==> src/rtl/apu_wb_pkg.sv <==
// apu_out_writeback shared types and defaults.
// FSM state encoding and datapath sizing.
package apu_wb_pkg;

  localparam int WB_BINDWIDTH  = 64;
  localparam int WB_ADDR_W     = 10;
  localparam int WB_FIFO_DEPTH = 4;
  localparam int WB_PTR_W      = $clog2(WB_FIFO_DEPTH);

  typedef enum logic [1:0] {
    S_IDLE,
    S_RUN,
    S_DRAIN,
    S_DONE
  } wb_state_e;

endpackage

==> src/rtl/apu_out_writeback_fifo.sv <==
// Small synchronous FIFO between result stream and SRAM port.
// Full/empty are registered; flush empties it in one cycle.
module wb_fifo #(
  parameter int P_WIDTH = 64,
  parameter int P_DEPTH = 4
) (
  input  logic               clk,
  input  logic               nRst,
  input  logic               push_i,
  input  logic               pop_i,
  input  logic               flush_i,
  input  logic [P_WIDTH-1:0] data_i,
  output logic [P_WIDTH-1:0] data_o,
  output logic               full_o,
  output logic               empty_o
);

  localparam int PTR_W = $clog2(P_DEPTH);
  localparam logic [PTR_W:0] FULL_CNT = (PTR_W+1)'(P_DEPTH);

  logic [P_WIDTH-1:0] mem_q [P_DEPTH];
  logic [PTR_W-1:0]   wr_ptr_q;
  logic [PTR_W-1:0]   rd_ptr_q;
  logic [PTR_W:0]     cnt_q;
  logic [PTR_W:0]     cnt_d;
  logic               full_q;
  logic               empty_q;
  logic               do_push;
  logic               do_pop;

  assign do_push = push_i && !full_q && !flush_i;
  assign do_pop  = pop_i && !empty_q && !flush_i;
  assign data_o  = mem_q[rd_ptr_q];
  assign full_o  = full_q;
  assign empty_o = empty_q;

  // Occupancy next-state; push+pop together leaves it unchanged.
  always_comb begin
    cnt_d = cnt_q;
    if (flush_i)
      cnt_d = '0;
    else if (do_push && !do_pop)
      cnt_d = cnt_q + 1'b1;
    else if (do_pop && !do_push)
      cnt_d = cnt_q - 1'b1;
  end

  // Pointers, occupancy and registered flags.
  always_ff @(posedge clk or negedge nRst) begin
    if (!nRst) begin
      wr_ptr_q <= '0;
      rd_ptr_q <= '0;
      cnt_q    <= '0;
      full_q   <= 1'b0;
      empty_q  <= 1'b1;
    end else begin
      if (flush_i) begin
        wr_ptr_q <= '0;
        rd_ptr_q <= '0;
      end else begin
        if (do_push) wr_ptr_q <= wr_ptr_q + 1'b1;
        if (do_pop)  rd_ptr_q <= rd_ptr_q + 1'b1;
      end
      cnt_q   <= cnt_d;
      full_q  <= (cnt_d == FULL_CNT);
      empty_q <= (cnt_d == '0);
    end
  end

  // Storage array, no reset needed.
  always_ff @(posedge clk) begin
    if (do_push) mem_q[wr_ptr_q] <= data_i;
  end

endmodule

==> src/rtl/apu_out_writeback.sv <==
// APU write-back stage: stream -> FIFO -> activation SRAM A/B.
// One burst per iStart, consecutive wrapping addresses.
module apu_out_writeback
  import apu_wb_pkg::*;
#(
  parameter int P_BINDWIDTH  = WB_BINDWIDTH,
  parameter int P_ADDR_W     = WB_ADDR_W,
  parameter int P_FIFO_DEPTH = WB_FIFO_DEPTH
) (
  input  logic                   clk,
  input  logic                   nRst,
  input  logic                   iStart,
  input  logic                   iAbort,
  input  logic [P_ADDR_W-1:0]    iBaseAddr,
  input  logic [P_ADDR_W:0]      iWordCount,
  input  logic                   iDstSelect,
  input  logic                   iValid,
  input  logic [P_BINDWIDTH-1:0] iData,
  output logic                   oReady,
  input  logic                   iStall,
  output logic                   oWeA,
  output logic                   oWeB,
  output logic                   oCe,
  output logic [P_ADDR_W-1:0]    oAddr,
  output logic [P_BINDWIDTH-1:0] oWriteData,
  output logic                   oBusy,
  output logic                   oDone
);

  wb_state_e             state_q, state_d;
  logic [P_ADDR_W-1:0]   base_q, base_d;
  logic [P_ADDR_W:0]     cnt_q, cnt_d;
  logic                  sel_q, sel_d;
  logic [P_ADDR_W:0]     acc_q, acc_d;
  logic [P_ADDR_W:0]     wr_q, wr_d;

  logic                   we_a_q, we_b_q, ce_q;
  logic [P_ADDR_W-1:0]    addr_q;
  logic [P_BINDWIDTH-1:0] wdata_q;

  logic                   run, drain, active;
  logic                   ready, push, pop, flush;
  logic                   fifo_full, fifo_empty;
  logic [P_BINDWIDTH-1:0] fifo_data;
  logic [P_ADDR_W-1:0]    wr_addr;

  assign run    = (state_q == S_RUN);
  assign drain  = (state_q == S_DRAIN);
  assign active = run || drain;
  assign ready  = run && !fifo_full && (acc_q < cnt_q);
  assign push   = iValid && ready && !iAbort;
  assign pop    = active && !fifo_empty && !iStall && !iAbort;
  assign flush  = iAbort && (state_q != S_IDLE);

  // Address wraps naturally by truncation to P_ADDR_W bits.
  assign wr_addr = base_q + wr_q[P_ADDR_W-1:0];

  wb_fifo #(
    .P_WIDTH (P_BINDWIDTH),
    .P_DEPTH (P_FIFO_DEPTH)
  ) u_fifo (
    .clk     (clk),
    .nRst    (nRst),
    .push_i  (push),
    .pop_i   (pop),
    .flush_i (flush),
    .data_i  (iData),
    .data_o  (fifo_data),
    .full_o  (fifo_full),
    .empty_o (fifo_empty)
  );

  // Burst FSM and accept/write counters.
  always_comb begin
    state_d = state_q;
    base_d  = base_q;
    cnt_d   = cnt_q;
    sel_d   = sel_q;
    acc_d   = acc_q;
    wr_d    = wr_q;
    if (push) acc_d = acc_q + 1'b1;
    if (pop)  wr_d  = wr_q + 1'b1;
    unique case (state_q)
      S_IDLE: begin
        if (iStart) begin
          base_d  = iBaseAddr;
          cnt_d   = iWordCount;
          sel_d   = iDstSelect;
          acc_d   = '0;
          wr_d    = '0;
          state_d = (iWordCount == '0) ? S_DONE : S_RUN;
        end
      end
      S_RUN: begin
        if (acc_d == cnt_q) state_d = S_DRAIN;
      end
      S_DRAIN: begin
        if (wr_q == cnt_q) state_d = S_DONE;
      end
      S_DONE: begin
        state_d = S_IDLE;
        acc_d   = '0;
        wr_d    = '0;
      end
      default: state_d = S_IDLE;
    endcase
    if (flush) begin
      state_d = S_IDLE;
      acc_d   = '0;
      wr_d    = '0;
    end
  end

  // Control state registers.
  always_ff @(posedge clk or negedge nRst) begin
    if (!nRst) begin
      state_q <= S_IDLE;
      base_q  <= '0;
      cnt_q   <= '0;
      sel_q   <= 1'b0;
      acc_q   <= '0;
      wr_q    <= '0;
    end else begin
      state_q <= state_d;
      base_q  <= base_d;
      cnt_q   <= cnt_d;
      sel_q   <= sel_d;
      acc_q   <= acc_d;
      wr_q    <= wr_d;
    end
  end

  // Registered SRAM write pins; address/data hold when idle.
  always_ff @(posedge clk or negedge nRst) begin
    if (!nRst) begin
      we_a_q  <= 1'b1;
      we_b_q  <= 1'b1;
      ce_q    <= 1'b1;
      addr_q  <= '0;
      wdata_q <= '0;
    end else begin
      ce_q   <= !pop;
      we_a_q <= !(pop && !sel_q);
      we_b_q <= !(pop && sel_q);
      if (pop) begin
        addr_q  <= wr_addr;
        wdata_q <= fifo_data;
      end
    end
  end

  assign oReady     = ready;
  assign oWeA       = we_a_q;
  assign oWeB       = we_b_q;
  assign oCe        = ce_q;
  assign oAddr      = addr_q;
  assign oWriteData = wdata_q;
  assign oBusy      = active;
  assign oDone      = (state_q == S_DONE);

endmodule

==> config.mk <==
export PLATFORM = sky130hd
export DESIGN_NAME = apu_out_writeback
export DESIGN_NICKNAME = d
export VERILOG_FILES = /design/src/rtl/apu_wb_pkg.sv /design/src/rtl/apu_out_writeback_fifo.sv /design/src/rtl/apu_out_writeback.sv
export SDC_FILE = /design/constraint.sdc
export NUM_CORES = 1
export LEC_CHECK = 0
export CORE_MARGIN = 2
export CORE_UTILIZATION = 33
export CTS_CLUSTER_DIAMETER = 100
export DETAILED_ROUTE_END_ITERATION = 10
export REMOVE_ABC_BUFFERS = 1
export SLEW_MARGIN = 15
export SYNTH_ARGS = -nofsm -noshare
export SYNTH_HDL_FRONTEND = slang
export SYNTH_SLANG_ARGS = --single-unit
export TNS_END_PERCENT = 100
==> constraint.sdc <==
create_clock -name clk -period 9.3 [get_ports clk]
set_input_delay 1.86 -clock clk [delete_from_list [all_inputs] [get_ports clk]]
set_output_delay 1.86 -clock clk [all_outputs]
set_load 0.005 [all_outputs]
==> Word-level counts from Yosys, hierarchy flattened <==
Memories as Yosys holds them, arrays and structs flattened. A register that Yosys moved wholly into a read port is not among the register bits.
Cells that the tools add are included.
{ "word_totals": {"regBits": 68, "n_memories": 1, "output_inout_bits": 80, "ram_bits": 256} }
{ "memory_table": {"columns": ["name", "words", "width", "rd", "rd_clocked_by_memory_dff", "write_ports", "line_no", "rtl"], "rows": [
  ["u_fifo.mem_q", 4, 64, 1, 1, 1, "apu_out_writeback_fifo.sv:21", "logic [P_WIDTH-1:0] mem_q [P_DEPTH];"]
]} }
{ "classes": {"add_sub_neg": 7, "mux": 23, "eq_ne": 9, "magnitude_cmp": 1, "n_reduce_logical": 37} }
{ "ops": {"columns": ["cell", "n"], "rows": [
  ["two-way mux 11 bit", 6],
  ["one-hot mux 11 bit (2 select lines)", 2],
  ["adder 11 x 1 -> 11 bit (second input constant)", 2],
  ["== test 11 bit", 2],
  ["two-way mux 2 bit", 9],
  ["logical AND 1 bit", 16],
  ["logical NOT 1 bit", 12],
  ["logical NOT 11 bit", 1],
  ["< comparator 11 bit", 1],
  ["adder 10 bit", 1],
  ["two-way mux 3 bit", 3],
  ["one-hot mux 2 bit (4 select lines)", 1],
  ["inequality test 3 x 1 -> 1 bit (second input constant)", 2],
  ["nonzero test 2 bit", 3],
  ["adder 2 x 1 -> 2 bit (second input constant)", 2],
  ["== test 2 bit (second input constant)", 2],
  ["adder 3 x 1 -> 3 bit (second input constant)", 1],
  ["== test 3 bit (second input constant)", 1],
  ["logical NOT 3 bit", 1],
  ["inequality test 3 x 2 -> 1 bit (second input constant)", 1],
  ["AND reduction 3 bit", 1],
  ["subtractor 3 x 1 -> 3 bit (second input constant)", 1],
  ["== test 2 x 1 -> 1 bit (second input constant)", 1],
  ["logical NOT 2 bit", 1],
  ["3 further kinds", 4]
]} }

==> Depth between registers and ports, before layout <==
{ "depth": {"ltp_word": 13, "ltp_mapped": 14, "mapped_depth_nobuf": 12} }

==> By module <==
Synthesis repeated with hierarchy kept, for this count alone.
{ "unflattened": {"cells_unflattened": 1031, "area_unflattened_um2": 15854.0} }
{ "modules_own_cells": {"columns": ["mod", "seq_area_each_um2", "area_each_um2", "cells_each", "instances"], "rows": [
  ["wb_fifo", 7913.8, 9868.2, 401, 1],
  ["apu_out_writeback", 3081.7, 5985.7, 630, 1]
]} }

==> Worst setup path after synthesis <==
OpenSTA, ideal clock, no wires.
{ "synth_path": {"path_kind": "input -> register", "start": "in iAbort", "end": "mem u_fifo.mem_q[0][0], enable pin", "slack_ns": 4.963, "setup_ns": 0.429, "arrival_time_ns": 3.908, "path_buffers": 1, "path_stages": 3, "t_required_ns": 8.871, "path_cell_list": "and2b_1 clkbuf_1 and3_1"} }
{ "synth_via": {"elab_chain_len": 6, "elab_cells_between_ends": 8} }
{ "synth_lines": {"columns": ["item", "line_no", "rtl"], "rows": [
  ["from (decl)", "apu_out_writeback.sv:13", "input logic iAbort,"],
  ["logical NOT 1 bit", "apu_out_writeback.sv:51", "assign push = iValid && ready && !iAbort;"],
  ["logical AND 1 bit", "apu_out_writeback.sv:51", null],
  ["logical AND 1 bit", "apu_out_writeback_fifo.sv:31", "assign do_push = push_i && !full_q && !flush_i;"],
  ["logical AND 1 bit (*)", "apu_out_writeback_fifo.sv:31", null],
  ["two-way mux 1 bit (*)", "apu_out_writeback_fifo.sv:72", "if (do_push) mem_q[wr_ptr_q] <= data_i;"],
  ["two-way mux 1 bit (not written as such) (*)", "apu_out_writeback_fifo.sv:72", null],
  ["to (decl)", "apu_out_writeback_fifo.sv:21", null]
]} }
Every way passes the cells marked *; elsewhere a longest branch is shown, timed or not.

==> Final worst setup path <==
{ "layout_path": {"start": "reg cnt_q[10]", "end": "out oReady"} }
{ "layout_via": {"elab_chain_len": 2} }
{ "layout_lines": {"columns": ["item", "line_no", "rtl"], "rows": [
  ["from (decl)", "apu_out_writeback.sv:32", "logic [P_ADDR_W:0] cnt_q, cnt_d;"],
  ["from (signal assigned)", "apu_out_writeback.sv:126", "cnt_q <= cnt_d;"],
  ["< comparator 11 bit", "apu_out_writeback.sv:50", "assign ready = run && !fifo_full && (acc_q < cnt_q);"],
  ["logical AND 1 bit", "apu_out_writeback.sv:50", null],
  ["to (decl)", "apu_out_writeback.sv:19", "output logic oReady,"]
]} }
No other way between the ends.

==> reports/metrics.yaml <==
holdBufCountCts: 0
synth_seq_cells: 388
syn_inst: 1041
synth-warning-count: 0
grt_start_max_net_pins: 79
clkSlewWorstSetupHoldPaths_ns: 0.06
rsz0062_at_grt: "no"
die_w_um: 223
die_area_um2: 49600
post_cts_resized: 0
drt_iter0_markers: 531
syn_area_per_cell_um2: 15.2
yosys.area.top_type_share_pct: 48.7
grt_pass1_vias: 9347
drive_gt1_share_pct: 14.8
cts_max_level: 2
power_density_nw_per_um2: 273
hold_path_class: "reg -> reg"
io_pins: 172
ir_drop_uv: 125
critPathTopFamily: "buffers and inverters"
crit_fanout: 29
wire_per_inst_um: 19.2
rows: 80
worstPathCellList: "inv_1, ha_1, nor3b_1, o211ai_1, a221oi_2, buf_4, clkdlybuf4s50_1"
synthTopCellsByArea: "edfxtp_1 (49%), dfrtp_1 (20%), mux4_2 (9.1%), nand2_1 (5.6%), ha_1 (2.5%)"
start_kind: "register"
endpoint_kind: "primary output"
fillers: 4399
synth_area_um2: 15800
grt_first_pass_wirelength_mm: 55.4
fin_skew_ns: 0.0211
cp_data_arrival_time_ns: 2.96
crit_slowest_cell: "clkdlybuf4s50_1"
slew_viol_final: 0
grt_util_all_layers_pct: 14.7
yosys.area.top_type: "edfxtp_1"
status: "complete, no violations"
antenna_found_initial: 3
vias: 9014
finalSetupTns_ns: 0
clockBufferDepth: 3
maxCapViolCount: 0
insertion_delay_ns: 0.57
drc: 0
die_y_um: 223
area_growth_pct: 24.5
hold_viol_final: 0
hold_ws_ns: 0.411
fin_nets: 1348
grt_overflow: 0
period_needed_ns: 4.82
ant_nets: 0
cts_setup_buffers: 0
via_per_inst: 4.81
synth_edf_count: 256
core_area_um2: 47400
slew_headroom_pct: 31.0
root_buffer: "clkbuf_16"
gp_congestion: 0.787
synth_ff_type: "edfxtp_1"
cts.sinks: 388
synth_common_cells: "edfxtp_1 (256), nand2_1 (236), dfrtp_1 (128), mux4_2 (64), nor2_1 (37)"
power_leakage_nw: 7.34
fmax_mhz: 208
path_class: "reg -> out"
setup_viol: 0
synth.distinct_cells: 62
cts_tree: "built"
required_ns: 7.44
cp_num_buf_inv: 3
io_buffer_count: 171
yosysMostFrequentCell: "edfxtp_1"
start_util_pct: 33.3
dp_hpwl_mm: 21.1
cts_made_buffers: 43
drt_pass1_iterations: 5
postRouteWirelength_mm: 36.0
worstMarginPinSlew_ns: 1.03
post-route-period-util_pct: 51.8
async_flop_share_pct: 34.0
yosysSeqAreaShare_pct: 69.7
cpPeakStageDelay_ns: 0.56
-- per-stage QoR --
| step | worst slack, ns | util, % | total power (W) | cell area, um^2 | instances |
|---|---|---|---|---|---|
| 6_report | 4.48 | 41.4 | 0.00536 | 19600 | 1875 |
| 3_3_place_gp | 4.51 | 38.4 | 0.00368 | 18200 | 1794 |
| 2_1_floorplan | 0.686 | - | 0.00308 | 15600 | 996 |
| 4_1_cts | 4.42 | 41.4 | 0.00545 | 19600 | 1874 |
| 5_1_grt | 4.27 | 41.4 | 0.00566 | 19600 | 1874 |
| 3_5_place_dp | 4.44 | 38.4 | 0.00371 | 18200 | 1794 |
-- cell usage in the layout (no fill, tap or decap), drive strengths merged, types with 9 or more instances in the layout --
cell type,netlist,final
clkbuf,31,60
ha,31,31
clkinv,0,13
edfxtp,256,256
dfrtp,128,128
nand3,12,12
mux2,22,22
nand2,236,236
clkdlybuf4s50,0,170
mux4,64,64
o21ai,17,17
nor2,37,37
inv,27,31
xnor2,29,29
nand4,9,9
and3,14,14
buf,14,13
a21oi,16,16
xor2,22,22
-- final timing paths --
check                          start                  to  slack, ns  cells past startpoint
min reg2reg                    sel_q                oWeB       0.41                      1
min                            sel_q                oWeB       0.41                      1
max in group asynchronous       nRst  u_fifo.rd_ptr_q[0]       6.43                      2
max                        cnt_q[10]              oReady       4.48                      7
max reg2reg                cnt_q[10]          state_q[1]       5.76                     12
min in group asynchronous       nRst      oWriteData[17]       1.39                      1
-- cell type report --
class	instances	area [um^2]	share of cell area [%]
Timing Repair Buffer	183	1800	9.18
Multi-Input combinational cell	581	4520	23.0
Tap cell	615	769	3.92
Sequential cell	388	11000	56.0
Inverter	27	103	0.522
Antenna cell	1	2.50	0.0127
Clock inverter	20	234	1.19
Clock buffer	60	1200	6.12
-- worst reg2reg max path, cell delays in order (launching register included) --
cell      delay [ns]
dfrtp_1         0.48
inv_1           0.08
ha_1            0.22
nor3b_1         0.32
o211ai_1        0.20
a221oi_2        0.20
buf_4           0.33
and4b_1         0.24
nor3_1          0.05
or4_4           0.54
o41ai_2         0.42
mux2i_1         0.26
nor3_2          0.06
-- kinds of logic (layout without fill, tap and decap cells) --
kind of cell               count (synthesis)  after routing  synth area share [%]
AOI/OAI and AO/OA                         63             63                  2.62
xor gates and xnor gates                  51             51                  2.83
adders and majority gates                 32             32                  2.59
buffers and inverters                     72            290                  1.80
DFF                                      388            388                  69.7
muxes                                     87             87                  10.8
other                                      0              1                     0
and+or+nand+nor                          348            348                  9.70
-- state kept, by name (all words and copies together), names as in the netlist --
| signal | count |
|---|---|
| base_q | 10 |
| state_q | 2 |
| sel_q | 1 |
| wr_q | 11 |
| oAddr | 10 |
| u_fifo.wr_ptr_q | 2 |
| oCe | 1 |
| u_fifo.mem_q | 256 |
| oWeA | 1 |
| u_fifo.rd_ptr_q | 2 |
| u_fifo.cnt_q | 3 |
| cnt_q | 11 |
| oWeB | 1 |
| u_fifo.full_o | 1 |
| oWriteData | 64 |
| u_fifo.empty_o | 1 |
| acc_q | 11 |
-- where the power goes --
part | internal (W) | switching (W) | leakage, nW
logic | 0.000705 | 0.000606 | 2.66
registers | 0.00212 | 0.000217 | 3.98
clock network | 0.00100 | 0.000706 | 0.700
-- routing by layer --
metal / global-route usage (%) / vias to the layer above / routed length [um] / part of all wire, %
met3: 3.81 / 48 / 2090 / 5.8
met4: 3.96 / 6 / 691 / 1.9
met5: 0 / - / 46 / 0.13
li1: - / 4175 / - / -
met1: 19.6 / 4546 / 16400 / 46
met2: 23.7 / 239 / 16700 / 47
Note: power is estimated with default switching activity, not from simulation.
